`src/rtl/mem_arbiter.sv`:
```
// mem_arbiter: two-master (IC refill, DM access) to one-slave memory arbiter.
// Shares one req/ack memory port and returns a one-cycle ready pulse with
// registered read data to the master that was served.
//
// Ports:
//   i_clk, i_rst            clock, synchronous active-low reset
//   i_ic_req/i_ic_addr      IC fetch request (held until o_ic_ready)
//   o_ic_ready/o_ic_rdata   IC response pulse and fetched word
//   i_dm_rd/i_dm_wr         DM read/write request (held until o_dm_ready)
//   i_dm_addr/wd/f3         DM address, write data, access size/sign
//   o_dm_ready/o_dm_rdata   DM response pulse and read data (0 on writes)
//   o_mem_req/we/addr/wd/f3 shared memory request, held until i_mem_ack
//   i_mem_ack/i_mem_rdata   memory completion and read data
//
// Build option: MEM_ARB_RR_EN selects round-robin arbitration on a tie;
// without it the DM master always wins over IC.

module mem_arbiter #(
    parameter int XLEN = 32
) (
    input  logic            i_clk,
    input  logic            i_rst,
    input  logic            i_ic_req,
    input  logic [XLEN-1:0] i_ic_addr,
    output logic            o_ic_ready,
    output logic [XLEN-1:0] o_ic_rdata,
    input  logic            i_dm_rd,
    input  logic            i_dm_wr,
    input  logic [XLEN-1:0] i_dm_addr,
    input  logic [XLEN-1:0] i_dm_wd,
    input  logic [2:0]      i_dm_f3,
    output logic            o_dm_ready,
    output logic [XLEN-1:0] o_dm_rdata,
    output logic            o_mem_req,
    output logic            o_mem_we,
    output logic [XLEN-1:0] o_mem_addr,
    output logic [XLEN-1:0] o_mem_wd,
    output logic [2:0]      o_mem_f3,
    input  logic            i_mem_ack,
    input  logic [XLEN-1:0] i_mem_rdata
);

    localparam logic [2:0] F3_WORD = 3'b010;

    typedef enum logic [1:0] {
        IDLE,
        BUSY_IC,
        BUSY_DM,
        RESP
    } state_e;

    state_e            state_q, state_d;
    logic              mem_req_q, mem_req_d;
    logic              mem_we_q, mem_we_d;
    logic [XLEN-1:0]   mem_addr_q, mem_addr_d;
    logic [XLEN-1:0]   mem_wd_q, mem_wd_d;
    logic [2:0]        mem_f3_q, mem_f3_d;
    logic              ic_ready_q, ic_ready_d;
    logic [XLEN-1:0]   ic_rdata_q, ic_rdata_d;
    logic              dm_ready_q, dm_ready_d;
    logic [XLEN-1:0]   dm_rdata_q, dm_rdata_d;

    logic              dm_pend;
    logic              ic_pend;
    logic              grant_dm;
    logic              grant_ic;

    assign dm_pend = i_dm_rd | i_dm_wr;
    assign ic_pend = i_ic_req;

`ifdef MEM_ARB_RR_EN
    // Remembers whether DM took the previous grant; a tie goes to the
    // other master.
    logic              last_dm_q, last_dm_d;

    assign grant_dm = dm_pend & (~ic_pend | ~last_dm_q);
`else
    assign grant_dm = dm_pend;
`endif
    assign grant_ic = ic_pend & ~grant_dm;

    always_comb begin
        state_d    = state_q;
        mem_req_d  = mem_req_q;
        mem_we_d   = mem_we_q;
        mem_addr_d = mem_addr_q;
        mem_wd_d   = mem_wd_q;
        mem_f3_d   = mem_f3_q;
        ic_ready_d = 1'b0;
        ic_rdata_d = ic_rdata_q;
        dm_ready_d = 1'b0;
        dm_rdata_d = dm_rdata_q;
`ifdef MEM_ARB_RR_EN
        last_dm_d  = last_dm_q;
`endif

        unique case (state_q)
            IDLE: begin
                if (grant_dm) begin
                    state_d    = BUSY_DM;
                    mem_req_d  = 1'b1;
                    // rd and wr together resolve to a write
                    mem_we_d   = i_dm_wr;
                    mem_addr_d = i_dm_addr;
                    mem_wd_d   = i_dm_wd;
                    mem_f3_d   = i_dm_f3;
                end else if (grant_ic) begin
                    state_d    = BUSY_IC;
                    mem_req_d  = 1'b1;
                    mem_we_d   = 1'b0;
                    mem_addr_d = i_ic_addr;
                    mem_wd_d   = '0;
                    mem_f3_d   = F3_WORD;
                end
`ifdef MEM_ARB_RR_EN
                if (grant_dm | grant_ic) begin
                    last_dm_d = grant_dm;
                end
`endif
            end
            BUSY_IC: begin
                if (i_mem_ack) begin
                    state_d    = RESP;
                    mem_req_d  = 1'b0;
                    ic_ready_d = 1'b1;
                    ic_rdata_d = i_mem_rdata;
                end
            end
            BUSY_DM: begin
                if (i_mem_ack) begin
                    state_d    = RESP;
                    mem_req_d  = 1'b0;
                    dm_ready_d = 1'b1;
                    dm_rdata_d = mem_we_q ? '0 : i_mem_rdata;
                end
            end
            RESP: begin
                // ready pulse is on the outputs this cycle
                state_d = IDLE;
            end
            default: begin
                state_d = IDLE;
            end
        endcase
    end

    always_ff @(posedge i_clk) begin
        if (!i_rst) begin
            state_q    <= IDLE;
            mem_req_q  <= 1'b0;
            mem_we_q   <= 1'b0;
            mem_addr_q <= '0;
            mem_wd_q   <= '0;
            mem_f3_q   <= '0;
            ic_ready_q <= 1'b0;
            ic_rdata_q <= '0;
            dm_ready_q <= 1'b0;
            dm_rdata_q <= '0;
        end else begin
            state_q    <= state_d;
            mem_req_q  <= mem_req_d;
            mem_we_q   <= mem_we_d;
            mem_addr_q <= mem_addr_d;
            mem_wd_q   <= mem_wd_d;
            mem_f3_q   <= mem_f3_d;
            ic_ready_q <= ic_ready_d;
            ic_rdata_q <= ic_rdata_d;
            dm_ready_q <= dm_ready_d;
            dm_rdata_q <= dm_rdata_d;
        end
    end

`ifdef MEM_ARB_RR_EN
    // Resets to "IC granted last" so DM wins the first tie.
    always_ff @(posedge i_clk) begin
        if (!i_rst) begin
            last_dm_q <= 1'b0;
        end else begin
            last_dm_q <= last_dm_d;
        end
    end
`endif

    assign o_mem_req  = mem_req_q;
    assign o_mem_we   = mem_we_q;
    assign o_mem_addr = mem_addr_q;
    assign o_mem_wd   = mem_wd_q;
    assign o_mem_f3   = mem_f3_q;
    assign o_ic_ready = ic_ready_q;
    assign o_ic_rdata = ic_rdata_q;
    assign o_dm_ready = dm_ready_q;
    assign o_dm_rdata = dm_rdata_q;

endmodule

```
`config.mk`:
```
export PLATFORM = sky130hd
export DESIGN_NAME = mem_arbiter
export DESIGN_NICKNAME = d
export VERILOG_FILES = /design/src/rtl/mem_arbiter.sv
export SDC_FILE = /design/constraint.sdc
export NUM_CORES = 1
export LEC_CHECK = 0
export ABC_AREA = 1
export BUFFER_PORTS_ARGS = -buffer_cell sky130_fd_sc_hd__buf_2
export CAP_MARGIN = 10
export CORE_MARGIN = 3
export CORE_UTILIZATION = 49
export DETAILED_ROUTE_END_ITERATION = 8
export GPL_ROUTABILITY_DRIVEN = 0
export PLACE_DENSITY_LB_ADDON = 0.12
export SLEW_MARGIN = 20
export SYNTH_ARGS = -nofsm -noshare
export SYNTH_HDL_FRONTEND = slang
export SYNTH_SLANG_ARGS = --single-unit
```
`constraint.sdc`:
```
create_clock -name i_clk -period 2.5 [get_ports i_clk]
set_input_delay 0.375 -clock i_clk [delete_from_list [all_inputs] [get_ports i_clk]]
set_output_delay 0.375 -clock i_clk [all_outputs]
set_load 0.01 [all_outputs]
```
## Word-level counts from Yosys, hierarchy flattened

Index checks and enable logic that the tools add are counted.

| storage, ports and cells | value |
|---|---|
| register bits after elaboration | 137 |
| input bits | 137 |
| logic and storage cells | 47 |

| cells by class | value |
|---|---|
| equal/unequal tests | 5 |
| mux-type cells | 18 |
| bitwise gates (word level) | 3 |
| reductions and logical operators | 11 |

Operator list:

| cell | count |
|---|---|
| 32-bit two-way mux | 5 |
| 2-bit AND reduction | 6 |
| 1-bit two-way mux | 6 |
| 2-bit two-way mux | 3 |
| 3-bit two-way mux | 2 |
| 2-bit case mux with 3 select lines | 1 |
| 2-bit equality test (second input constant) | 2 |
| 2-bit nonzero test | 2 |
| 3-bit != test (second input constant) | 1 |
| 3-bit AND reduction | 1 |
| 2-bit by 1-bit equality test with 1-bit output (second input constant) | 1 |
| 2-bit logical NOT | 1 |
| 2-bit by 1-bit != test with 1-bit output (second input constant) | 1 |
| 1-bit case mux with 2 select lines | 1 |
| 2-bit OR reduction | 1 |
| 1-bit bitwise AND | 1 |
| 1-bit NOT | 1 |
| 1-bit bitwise OR | 1 |

## Logic depth before layout (Yosys ltp)

| depth | value |
|---|---|
| depth after elaboration | 6 |
| gate-level depth with buffers | 7 |
| depth with buffers taken out | 7 |

## Least setup slack after synthesis

No wires, ideal clock.

| timing | value |
|---|---|
| path kind | register to register |
| start | register state_q[0] |
| end | register mem_addr_q[0], in the netlist o_mem_addr[0] |
| setup time | 0.113 ns |
| data arrival time | 1.160 ns |
| setup slack | 1.228 ns |
| cell stages (with the launch flop) | 8 |
| buffers on the path | 2 |
| cells stage by stage | dfxtp_1 > inv_1 > ha_1 > nand2_2 > buf_6 > buf_6 > nor2_1 > nor2_1 |

| between the ends | value |
|---|---|
| word-level cells in the longest chain between the ends | 2 |

Ends and longest elaborated chain:

| what | RTL line | source |
|---|---|---|
| start, declared | 52 | `state_e state_q, state_d;` |
| start signal, assigned | 160 | `state_q <= state_d;` |
| 2-bit logical NOT | 97 | `unique case (state_q)` |
| 2-bit AND reduction (no line) | n/a |  |
| end signal, assigned | 163 | `mem_addr_q <= mem_addr_d;` |
| end, declared | 55 | `logic [XLEN-1:0] mem_addr_q, mem_addr_d;` |

Every way passes these cells.
A chain may end at the register's enable or synchronous reset.

## Worst setup path in the final report

| timing | value |
|---|---|
| start | register state_q[0] |
| end | register mem_wd_q[8], in the netlist o_mem_wd[8] |

| between the ends | value |
|---|---|
| word-level cells in the longest chain between the ends | 2 |

Ends and longest elaborated chain:

| what | RTL line | source |
|---|---|---|
| 2-bit logical NOT | 97 |  |
| 2-bit AND reduction (no line) | n/a |  |
| end signal, assigned | 164 | `mem_wd_q <= mem_wd_d;` |
| end, declared | 56 | `logic [XLEN-1:0] mem_wd_q, mem_wd_d;` |

Every way passes these cells.

==> flow_metrics.py <==
metrics = {
    "run_status": {
        "status": "completed",
    },
    "placement": {
        "place_ws_ps": 903.3,
        "hpwlAfterDp_um": 11060,
        "placed_area_um2": 6879,
        "numPortBuffers": 271,
    },
    "global_route": {
        "grt_pass1_vias": 5182,
        "grt_first_pass_wirelength_um": 25100,
        "grt_max_degree": 65,
        "grt_antenna_before_repair": 0,
        "grt_usage_pct": 24.23,
        "overflow": 0,
    },
    "clocking": {
        "clk-insertion-delay-late_ps": 510,
        "htree_levels": 4,
        "cts_setup_buffers": 0,
        "clk_pin_slew_ps": 70,
        "numCtsBuffers": 17,
        "clockBufferDepth": 2,
        "cts.repair.resized": 0,
        "holdBufCountCts": 0,
        "cts_root_buf": "clkbuf_8",
        "cts_sinks": 137,
        "cts_tree": "yes",
    },
    "yosys": {
        "ys_async_sr_fraction_pct": 0,
        "synth-edff-count": 0,
        "synth.ff_latch_count": 137,
        "synth_nets": 928,
        "ys.flop_type": "dfxtp_1",
        "synth_area_leaders": "dfxtp_1 50%, nand2_1 19%, nor2_1 9.4%, o21ai_0 6.1%, a21oi_1 3.3%",
        "synth_common_cells": "274 x nand2_1, 137 x dfxtp_1, 136 x nor2_1",
        "avgSynthCellArea_um2": 6.930,
        "yosys_warnings": 0,
        "synth_largest_area_cell": "dfxtp_1",
        "synthCells": 787,
        "yosys.cell_count.top_type": "nand2_1",
        "ys_seq_area_share_pct": 50.29,
        "synth.top_cell.area_share_pct": 50.29,
        "synth_area_um2": 5454,
        "synthDistinctLibCells": 17,
    },
    "sta": {
        "max_freq_mhz": 619.0,
        "hold_viol": 0,
        "finalSetupViolations": 0,
        "fin_tns_setup_ps": 0,
        "worstMarginPinSlew_ps": 562.7,
        "skew_ps": 13.53,
        "rsz0062_at_grt": "no",
        "fin_crit_ps": 1615,
        "slew_viol_final": 0,
        "setup_slack_ps": 884.5,
        "slew_headroom_pct": 62.43,
        "fin_crit_sh_pct": 64.62,
    },
    "floorplan": {
        "ios": 272,
        "die-width_um": 111.5,
        "core-area_um2": 10560,
        "num_rows": 37,
        "start_util_pct": 51.67,
        "die_h_um": 111.5,
        "dieArea_um2": 12430,
    },
    "routing": {
        "antenna_left": 0,
        "routed_wl_um": 15610,
        "drc": 0,
        "via_per_inst": 4.758,
        "wire_per_inst_um": 13.12,
        "dr.pass1.iters": 5,
        "drt_iter0_drc": 257,
        "vias": 5662,
    },
    "critical_path": {
        "crit_required_ps": 2930,
        "critPathLaunchType": "flip-flop",
        "crit_path_end_kind": "flip-flop",
        "cp.arrival_ps": 2050,
        "worstSetupPathType": "reg2reg",
        "critPathMaxFanout": 34,
    },
    "final_layout": {
        "antennaDiodeCount": 0,
        "drive_gt1_share_pct": 30.27,
        "final_nets": 1182,
        "final_area_um2": 7467,
        "fillCellCount": 948,
        "syn_to_final_growth_pct": 36.91,
    },
    "power_and_ir_drop": {
        "max-vdd-ir-drop_mv": 0.6290,
        "power.total_mw": 8.266,
        "p_per_area_nw_per_um2": 1107,
        "leakage_nw": 3.995,
    },
    "run": {
        "cap_violations": 0,
    },
    "hold_path": {
        "hp-class": "in2reg",
    },
}
[per-layer routing]
| layer | up-vias | routed length (um) | global-route usage [%] |
|---|---|---|---|
| met4 | 0 | 416 | 10.54 |
| met2 | 209 | 7714 | 41.13 |
| met3 | 32 | 1196 | 6.957 |
| met1 | 2483 | 6280 | 28.60 |
| met5 | - | 0 | 0 |
| li1 | 2938 | - | - |
[cell type report]
class	instances	area [um2]	area share [%]
Clock buffer	19	431.7	5.781
Clock inverter	13	156.4	2.095
Inverter	46	172.7	2.312
Multi-Input combinational cell	556	2310	30.93
Sequential cell	137	2743	36.73
Tap cell	136	170.2	2.279
Timing Repair Buffer	283	1484	19.87
[final timing paths]
kind / start / endpoint / slack, ps / cells after the start
worst max-delay path: state_q[0]$_SDFFE_PN0P_ / o_mem_wd[8]$_SDFFE_PN0P_ / 880 / 6
worst min register to register: o_mem_wd[25]$_SDFFE_PN0P_ / o_mem_wd[25]$_SDFFE_PN0P_ / 460 / 2
worst min-delay path: i_dm_wd[14] / o_mem_wd[14]$_SDFFE_PN0P_ / 110 / 3
worst max register to register: state_q[0]$_SDFFE_PN0P_ / o_mem_wd[8]$_SDFFE_PN0P_ / 880 / 6
[power breakdown]
part / internal, mW / leakage, nW / switching [mW]
combinational: 1.06 / 2.60 / 1.81
sequential: 2.71 / 1.12 / 0.240
clock: 1.47 / 0.276 / 0.978
total: 5.24 / 3.99 / 3.03
[state kept, by name, summed over array words and instances (netlist names)]
name,count
o_mem_addr,32
o_mem_wd,32
o_ic_rdata,32
o_mem_f3,3
o_mem_we,1
o_ic_ready,1
state_q,2
o_mem_req,1
o_dm_rdata,32
o_dm_ready,1
[per-stage QoR]
step | cells | hold WS (ps) | util, %
after floorplan | 787 | 483.9 | -
after global placement | 1158 | 445.2 | 65.17
after detailed placement | 1158 | 449.7 | 65.17
after CTS | 1190 | 91.27 | 70.74
after global routing | 1190 | 101.9 | 70.74
final | 1190 | 110.5 | 70.74
[cell usage in the layout (no fill, tap or decap)]
cell	Yosys	final
nand2_1	274	274
buf_2	18	271
dfxtp_1	137	137
nor2_1	136	136
o21ai_0	67	67
inv_1	44	44
a21oi_1	36	36
nand3_1	35	35
clkbuf_16	0	16
buf_4	3	9
ha_1	4	4
clkinvlp_4	0	4
inv_6	0	4
nand2_2	3	3
buf_12	0	3
clkbuf_8	0	2
inv_8	0	2
bufinv_16	0	2
nor2_4	1	1
inv_2	1	1
clkinv_1	1	1
clkbuf_1	21	1
clkinv_4	0	1
[cells by family (layout without fill, tap and decap cells)]
| family | Yosys count | after routing | share of synthesized area [%] |
|---|---|---|---|
| AND/OR/NAND/NOR | 449 | 449 | 31.98 |
| adder cells (fa/ha/maj) | 4 | 4 | 0.9177 |
| AO/OA/AOI/OAI | 103 | 103 | 9.452 |
| buffers and inverters | 94 | 361 | 7.364 |
| flip-flops | 137 | 137 | 50.29 |
[critical path, stage by stage (launching register included)]
cell	delay, ps
dfxtp_1	310
inv_1	110
ha_1	290
nand2_1	110
inv_2	430
nand2_1	110
a21oi_1	170
(Power assumes the default switching activity.)
